### src/rtl/rgb2hsv_pkg.sv
// Shared types and constants for the RGB to HSV stream converter.
// Saturation normalisation is built only with RGB2HSV_SAT_NORM_EN.
package rgb2hsv_pkg;

  typedef enum logic [2:0] {
    IDLE,
    SORT,
    DIV_H,
    DIV_S,
    HUE,
    OUT
  } state_e;

  typedef enum logic [1:0] {
    SEC_R,
    SEC_G,
    SEC_B
  } sec_e;

  localparam int HUE_60  = 60;
  localparam int HUE_120 = 120;
  localparam int HUE_240 = 240;
  localparam int HUE_360 = 360;

endpackage

### src/rtl/rgb2hsv_stream_seq_divider.sv
// Restoring bit-serial divider, one quotient bit per cycle.
// quot carries the final quotient during the cycle done is high.
module seq_divider
  import rgb2hsv_pkg::*;
#(
  parameter int DIV_W = 16
) (
  input  logic             clk,
  input  logic             res_n,
  input  logic             start,
  input  logic [DIV_W-1:0] numer,
  input  logic [DIV_W-1:0] denom,
  output logic             busy,
  output logic             done,
  output logic [DIV_W-1:0] quot
);

  localparam int CNT_W = $clog2(DIV_W);
  localparam logic [CNT_W-1:0] LAST = CNT_W'(DIV_W - 1);

  logic             busy_q, busy_d;
  logic [CNT_W-1:0] cnt_q, cnt_d;
  logic [DIV_W-1:0] rem_q, rem_d;
  logic [DIV_W-1:0] qn_q, qn_d;
  logic [DIV_W-1:0] den_q, den_d;
  logic [DIV_W:0]   trial;
  logic [DIV_W:0]   diff;
  logic             ge;
  logic [DIV_W-1:0] qn_it;
  logic             unused_div;

  // One restoring step per cycle; start reloads even mid-run.
  always_comb begin
    trial  = {rem_q, qn_q[DIV_W-1]};
    diff   = trial - {1'b0, den_q};
    ge     = trial >= {1'b0, den_q};
    qn_it  = {qn_q[DIV_W-2:0], ge};
    busy_d = busy_q;
    cnt_d  = cnt_q;
    rem_d  = rem_q;
    qn_d   = qn_q;
    den_d  = den_q;
    if (start) begin
      busy_d = 1'b1;
      cnt_d  = '0;
      rem_d  = '0;
      qn_d   = numer;
      den_d  = denom;
    end else if (busy_q) begin
      rem_d = ge ? diff[DIV_W-1:0]
                 : trial[DIV_W-1:0];
      qn_d  = qn_it;
      cnt_d = cnt_q + 1'b1;
      if (cnt_q == LAST) busy_d = 1'b0;
    end
  end

  // Divider state registers.
  always_ff @(posedge clk or negedge res_n) begin
    if (!res_n) begin
      busy_q <= 1'b0;
      cnt_q  <= '0;
      rem_q  <= '0;
      qn_q   <= '0;
      den_q  <= '0;
    end else begin
      busy_q <= busy_d;
      cnt_q  <= cnt_d;
      rem_q  <= rem_d;
      qn_q   <= qn_d;
      den_q  <= den_d;
    end
  end

  assign busy = busy_q;
  assign done = busy_q && (cnt_q == LAST);
  assign quot = qn_it;

  assign unused_div = diff[DIV_W];

endmodule

### src/rtl/rgb2hsv_stream.sv
// Streaming RGB to HSV converter, one pixel in flight at a time.
// Define RGB2HSV_SAT_NORM_EN for normalised saturation.
module rgb2hsv_stream
  import rgb2hsv_pkg::*;
#(
  parameter int CW    = 5,
  parameter int HUE_W = 9
) (
  input  logic              clk,
  input  logic              res_n,
  input  logic              in_valid,
  output logic              in_ready,
  input  logic [3*CW-1:0]   in_rgb,
  output logic              out_valid,
  input  logic              out_ready,
  output logic [HUE_W-1:0]  hue,
  output logic [CW-1:0]     saturation,
  output logic [CW-1:0]     value,
  output logic              hue_invalid
);

  localparam int DIV_W = 2 * CW + 6;
  localparam int HW1   = HUE_W + 1;

  state_e            state_q, state_d;
  logic [CW-1:0]     r_q, r_d;
  logic [CW-1:0]     g_q, g_d;
  logic [CW-1:0]     b_q, b_d;
  logic [CW-1:0]     max_q, max_d;
  logic [CW-1:0]     c_q, c_d;
  sec_e              sec_q, sec_d;
  logic              neg_q, neg_d;
  logic              hinv_q, hinv_d;
  logic [HUE_W-1:0]  qh_q, qh_d;
  logic [HUE_W-1:0]  hue_q, hue_d;
  logic [CW-1:0]     sat_q, sat_d;
  logic [CW-1:0]     val_q, val_d;
  logic              hio_q, hio_d;
  logic              ov_q, ov_d;
  logic              ir_q, ir_d;
`ifdef RGB2HSV_SAT_NORM_EN
  logic [CW-1:0]     qs_q, qs_d;
`endif

  logic              div_start;
  logic [DIV_W-1:0]  div_numer;
  logic [DIV_W-1:0]  div_denom;
  logic              div_busy;
  logic              div_done;
  logic [DIV_W-1:0]  div_quot;

  logic [CW-1:0]     mx, mn;
  sec_e              sec;
  logic              r_max, g_max;
  logic [CW:0]       d_s, d_m;
  logic [HW1-1:0]    base_w, q_w, h_w;
  logic              unused_top;

  seq_divider #(
    .DIV_W(DIV_W)
  ) u_div (
    .clk  (clk),
    .res_n(res_n),
    .start(div_start),
    .numer(div_numer),
    .denom(div_denom),
    .busy (div_busy),
    .done (div_done),
    .quot (div_quot)
  );

  // Max/min and hue sector of the latched pixel, ties go R>G>B.
  always_comb begin
    r_max = (r_q >= g_q) && (r_q >= b_q);
    g_max = !r_max && (g_q >= b_q);
    mx    = b_q;
    sec   = SEC_B;
    d_s   = {1'b0, r_q} - {1'b0, g_q};
    unique case (1'b1)
      r_max: begin
        mx  = r_q;
        sec = SEC_R;
        d_s = {1'b0, g_q} - {1'b0, b_q};
      end
      g_max: begin
        mx  = g_q;
        sec = SEC_G;
        d_s = {1'b0, b_q} - {1'b0, r_q};
      end
      default: ;
    endcase
    mn = r_q;
    if (g_q < mn) mn = g_q;
    if (b_q < mn) mn = b_q;
    d_m = d_s[CW] ? (~d_s + 1'b1) : d_s;
  end

  // Hue from sector base and quotient, folded into 0..359.
  always_comb begin
    unique case (sec_q)
      SEC_G:   base_w = HW1'(HUE_120);
      SEC_B:   base_w = HW1'(HUE_240);
      default: base_w = '0;
    endcase
    q_w = {1'b0, qh_q};
    if (!neg_q) h_w = base_w + q_w;
    else if (base_w >= q_w) h_w = base_w - q_w;
    else h_w = base_w + HW1'(HUE_360) - q_w;
    if (h_w == HW1'(HUE_360)) h_w = '0;
  end

  // Next-state and datapath control.
  always_comb begin
    state_d   = state_q;
    r_d       = r_q;
    g_d       = g_q;
    b_d       = b_q;
    max_d     = max_q;
    c_d       = c_q;
    sec_d     = sec_q;
    neg_d     = neg_q;
    hinv_d    = hinv_q;
    qh_d      = qh_q;
    hue_d     = hue_q;
    sat_d     = sat_q;
    val_d     = val_q;
    hio_d     = hio_q;
    ov_d      = ov_q;
`ifdef RGB2HSV_SAT_NORM_EN
    qs_d      = qs_q;
`endif
    div_start = 1'b0;
    div_numer = '0;
    div_denom = '0;
    unique case (state_q)
      IDLE: begin
        if (in_valid && !div_busy) begin
          r_d     = in_rgb[3*CW-1:2*CW];
          g_d     = in_rgb[2*CW-1:CW];
          b_d     = in_rgb[CW-1:0];
          state_d = SORT;
        end
      end
      SORT: begin
        max_d  = mx;
        c_d    = mx - mn;
        sec_d  = sec;
        neg_d  = d_s[CW];
        hinv_d = (mx == mn);
        qh_d   = '0;
`ifdef RGB2HSV_SAT_NORM_EN
        qs_d   = '0;
`endif
        if (mx == mn) begin
          state_d = HUE;
        end else begin
          div_start = 1'b1;
          div_numer = DIV_W'(d_m[CW-1:0])
                    * DIV_W'(HUE_60);
          div_denom = DIV_W'(mx - mn);
          state_d   = DIV_H;
        end
      end
      DIV_H: begin
        if (div_done) begin
          qh_d = div_quot[HUE_W-1:0];
`ifdef RGB2HSV_SAT_NORM_EN
          div_start = 1'b1;
          div_numer = DIV_W'(c_q)
                    * DIV_W'((1 << CW) - 1);
          div_denom = DIV_W'(max_q);
          state_d   = DIV_S;
`else
          state_d = HUE;
`endif
        end
      end
`ifdef RGB2HSV_SAT_NORM_EN
      DIV_S: begin
        if (div_done) begin
          qs_d    = div_quot[CW-1:0];
          state_d = HUE;
        end
      end
`endif
      HUE: begin
        hue_d   = hinv_q ? '0 : h_w[HUE_W-1:0];
        val_d   = max_q;
`ifdef RGB2HSV_SAT_NORM_EN
        sat_d   = hinv_q ? '0 : qs_q;
`else
        sat_d   = c_q;
`endif
        hio_d   = hinv_q;
        ov_d    = 1'b1;
        state_d = OUT;
      end
      OUT: begin
        if (out_ready) begin
          ov_d    = 1'b0;
          state_d = IDLE;
        end
      end
      default: state_d = IDLE;
    endcase
    ir_d = (state_d == IDLE);
  end

  // FSM and registered outputs.
  always_ff @(posedge clk or negedge res_n) begin
    if (!res_n) begin
      state_q <= IDLE;
      r_q     <= '0;
      g_q     <= '0;
      b_q     <= '0;
      max_q   <= '0;
      c_q     <= '0;
      sec_q   <= SEC_R;
      neg_q   <= 1'b0;
      hinv_q  <= 1'b0;
      qh_q    <= '0;
      hue_q   <= '0;
      sat_q   <= '0;
      val_q   <= '0;
      hio_q   <= 1'b0;
      ov_q    <= 1'b0;
      ir_q    <= 1'b1;
`ifdef RGB2HSV_SAT_NORM_EN
      qs_q    <= '0;
`endif
    end else begin
      state_q <= state_d;
      r_q     <= r_d;
      g_q     <= g_d;
      b_q     <= b_d;
      max_q   <= max_d;
      c_q     <= c_d;
      sec_q   <= sec_d;
      neg_q   <= neg_d;
      hinv_q  <= hinv_d;
      qh_q    <= qh_d;
      hue_q   <= hue_d;
      sat_q   <= sat_d;
      val_q   <= val_d;
      hio_q   <= hio_d;
      ov_q    <= ov_d;
      ir_q    <= ir_d;
`ifdef RGB2HSV_SAT_NORM_EN
      qs_q    <= qs_d;
`endif
    end
  end

  assign in_ready    = ir_q;
  assign out_valid   = ov_q;
  assign hue         = hue_q;
  assign saturation  = sat_q;
  assign value       = val_q;
  assign hue_invalid = hio_q;

  assign unused_top = ^{div_quot[DIV_W-1:HUE_W],
                        h_w[HUE_W]};

endmodule

### config.mk
export PLATFORM = sky130hd
export DESIGN_NAME = rgb2hsv_stream
export DESIGN_NICKNAME = d
export VERILOG_FILES = /design/src/rtl/rgb2hsv_pkg.sv /design/src/rtl/rgb2hsv_stream_seq_divider.sv /design/src/rtl/rgb2hsv_stream.sv
export SDC_FILE = /design/constraint.sdc
export NUM_CORES = 1
export LEC_CHECK = 0
export BUFFER_PORTS_ARGS = -buffer_cell sky130_fd_sc_hd__buf_2
export CORE_MARGIN = 8
export CORE_UTILIZATION = 52
export CTS_CLUSTER_DIAMETER = 100
export DETAILED_ROUTE_END_ITERATION = 8
export PLACE_DENSITY = 0.69
export SYNTH_ARGS = -nofsm -noshare
export SYNTH_HDL_FRONTEND = slang
export SYNTH_SLANG_ARGS = --single-unit
### constraint.sdc
create_clock -name clk -period 8 [get_ports clk]
set_input_delay 0 -clock clk [delete_from_list [all_inputs] [get_ports clk]]
set_output_delay 0 -clock clk [all_outputs]
set_load 0.01 [all_outputs]
==> flow_summary.toml <==
[global_route]
grt_use_total_pct = 18.85
antenna_found_initial = 0
grt_pass1_vias = 6381
grt_max_degree = 81
grt_overflow_total = 0
grt_first_pass_wirelength_um = 30560

[floorplan]
io_pins = 41
rows = 45
die_area_sq_um = 19400
initial_utilization_pct = 52.58
die_x_um = 139.3
coreArea_sq_um = 15030
die_h_um = 139.3

[critical_path]
cp.arrival_ps = 6330
r2r-start = "b_q[0]"
endpoint_kind = "register"
worstSetupPathType = "reg2reg"
rr_endpoint = "u_div.qn_q[10]"
r2r_setup_slack_ps = 1900
cp.required_ps = 8230
crit_fanout = 21
worst_setup_path_start_kind = "register"
r2r_cells = 24

[timing]
slew_violations = 0
fin_tns_setup_ps = 0
fin_crit_ps = 6103
rsz0062_at_grt = "false"
setup_violations = 0
clock.fmax_mhz = 163.9
finClkSkew_ps = 14.22
max_slew.worst_pin.slew_ps = 1099
slew_headroom_pct = 26.49
hold_viol = 0
period_share_pct = 76.29

[final_layout]
drive_gt1_share_pct = 11.63
antennaDiodeCount = 0
seqCellArea_sq_um = 2655
fillers = 1353
multi_input_area_sq_um = 4855
nets = 1033
syn_to_final_growth_pct = 10.54

[yosys]
netlist_area_sq_um = 7905
synth_ff_type = "dfrtp_1"
yosys-top-cells-area = "dfrtp_1, ha_1, o21ai_0"
synth.largest_area_cell = "dfrtp_1"
syn-num-nets = 994
synth_common_cells = "dfrtp_1, nand2_1, o21ai_0"
syn_area_per_cell_sq_um = 8.932
synth_edf_count = 0
synthCells = 885
ys_warn_count = 0
ys_seq_area_share_pct = 33.57
synth.distinct_cells = 75
async_reset_ff_share_pct = 100.0
ys_seq_elements = 106
synthMostInstantiatedCell = "dfrtp_1"
synth_top_cell_area_share_pct = 33.24

[cts]
clockBufferDepth = 2
hold_buffers = 17
clock_tree.root_cell = "clkbuf_16"
cts_made_buffers = 9
cts_tree = "yes"
path_clk_slew_ps = 80
clock_latency_ps = 360
ctsResizeCount = 0
post-cts-setup-buffers = 0
cts_max_level = 3
numClockSinks = 106

[run]
max-cap-violations = 0

[placed_design]
io_buffers = 40
globalplace.congestion = 0.8897
dpl.hpwl_um = 13100

[route]
drc = 0
post_drt_wl_per_cell_um = 15.88
vias = 6414
postRouteAntennaNets = 0
drt-initial-drc-count = 361
dr.pass1.iters = 5
via_per_inst = 5.742
routed_wl_um = 17740

[worst_hold_path]
hold_path_class = "in2async"

[outcome]
status = "complete, no violations"
## flip-flops by register name (all words and copies together), names as in the netlist, 6 cells and up
signal,flops
hue,9
qh_q,9
u_div.qn_q,16
u_div.den_q,6
u_div.rem_q,16
## worst max-delay path, cell delays in order (launching register included)
cell and delay (ps):
dfrtp_1 400, inv_1 140, ha_1 180, inv_1 50
fa_1 430, a211o_1 290, a21oi_1 130, o32a_1 670
mux2i_1 550, inv_1 90, ha_1 230, or3_1 430
nand2_1 140, fa_1 470, fa_1 550, inv_1 60
fa_1 420, nor2b_1 110, o21ai_0 80, nand2b_1 110
a21o_1 120, a21oi_1 70, xnor2_1 120, nand2_1 60
o21ai_0 70
## metrics by stage
| step | std cells | area, sq um | setup WS (ps) | utilization, % | hold WS (ps) |
|---|---|---|---|---|---|
| 2_1_floorplan | 885 | 7905 | 2805 | - | -295.6 |
| 3_3_place_gp | 1084 | 8259 | 2078 | 54.94 | -50.10 |
| 3_5_place_dp | 1084 | 8259 | 1887 | 54.94 | -55.17 |
| 4_1_cts | 1117 | 8738 | 1871 | 58.13 | 128.9 |
| 5_1_grt | 1117 | 8738 | 1479 | 58.13 | 164.6 |
| 6_report | 1117 | 8738 | 1897 | 58.13 | 113.2 |
## layout by cell type (no fill, tap or decap), drive strengths merged, types with 17 or more instances in the layout
master and n:
a21oi 57, mux2 24, ha 78, nand2 101, mux2i 30, o21ai 100
nor2 55, dlygate4sd3 17, xor2 17, dfrtp 105, inv 77, buf 45
xnor2 23
## area by class of cell
| type | instances | area share, % |
|---|---|---|
| clock buffer | 9 | 2.577 |
| clock inverter | 7 | 0.9593 |
| inverter | 73 | 3.136 |
| multi-input combinational | 672 | 55.56 |
| sequential | 106 | 30.38 |
| tap | 188 | 2.692 |
| timing repair buffer | 62 | 4.696 |
## worst max-delay path by stage
stage | to | cells after the start | slack [ps] | startpoint
3_3_place_gp | u_div.qn_q[10] | 24 | 2080 | b_q[0]
6_report | u_div.qn_q[10] | 24 | 1900 | b_q[0]
5_1_grt | u_div.qn_q[10] | 24 | 1480 | b_q[0]
2_1_floorplan | u_div.qn_q[10] | 26 | 2810 | b_q[0]
4_1_cts | u_div.qn_q[10] | 24 | 1870 | b_q[0]
3_5_place_dp | u_div.qn_q[10] | 24 | 1890 | b_q[0]
## cell families after synthesis
family,Yosys count,synth area share [%]
xor+xnor,40,4.432
fa+ha+maj,90,15.38
compound gates,250,20.13
simple gates,238,14.09
buf+inv,107,5.176
mux,54,7.218
flops,106,33.57
## metal layers
layer	up-vias	share of wire, %	GRT usage, %
li1	3206	-	-
met1	3060	47	24.40
met2	125	47	31.49
met3	23	3.8	3.420
met4	0	1.6	5.661
met5	-	0	0
Power is left out: the tool's default activity adds up to more than one toggle a clock period on the data nets, which glitch-free logic cannot reach.
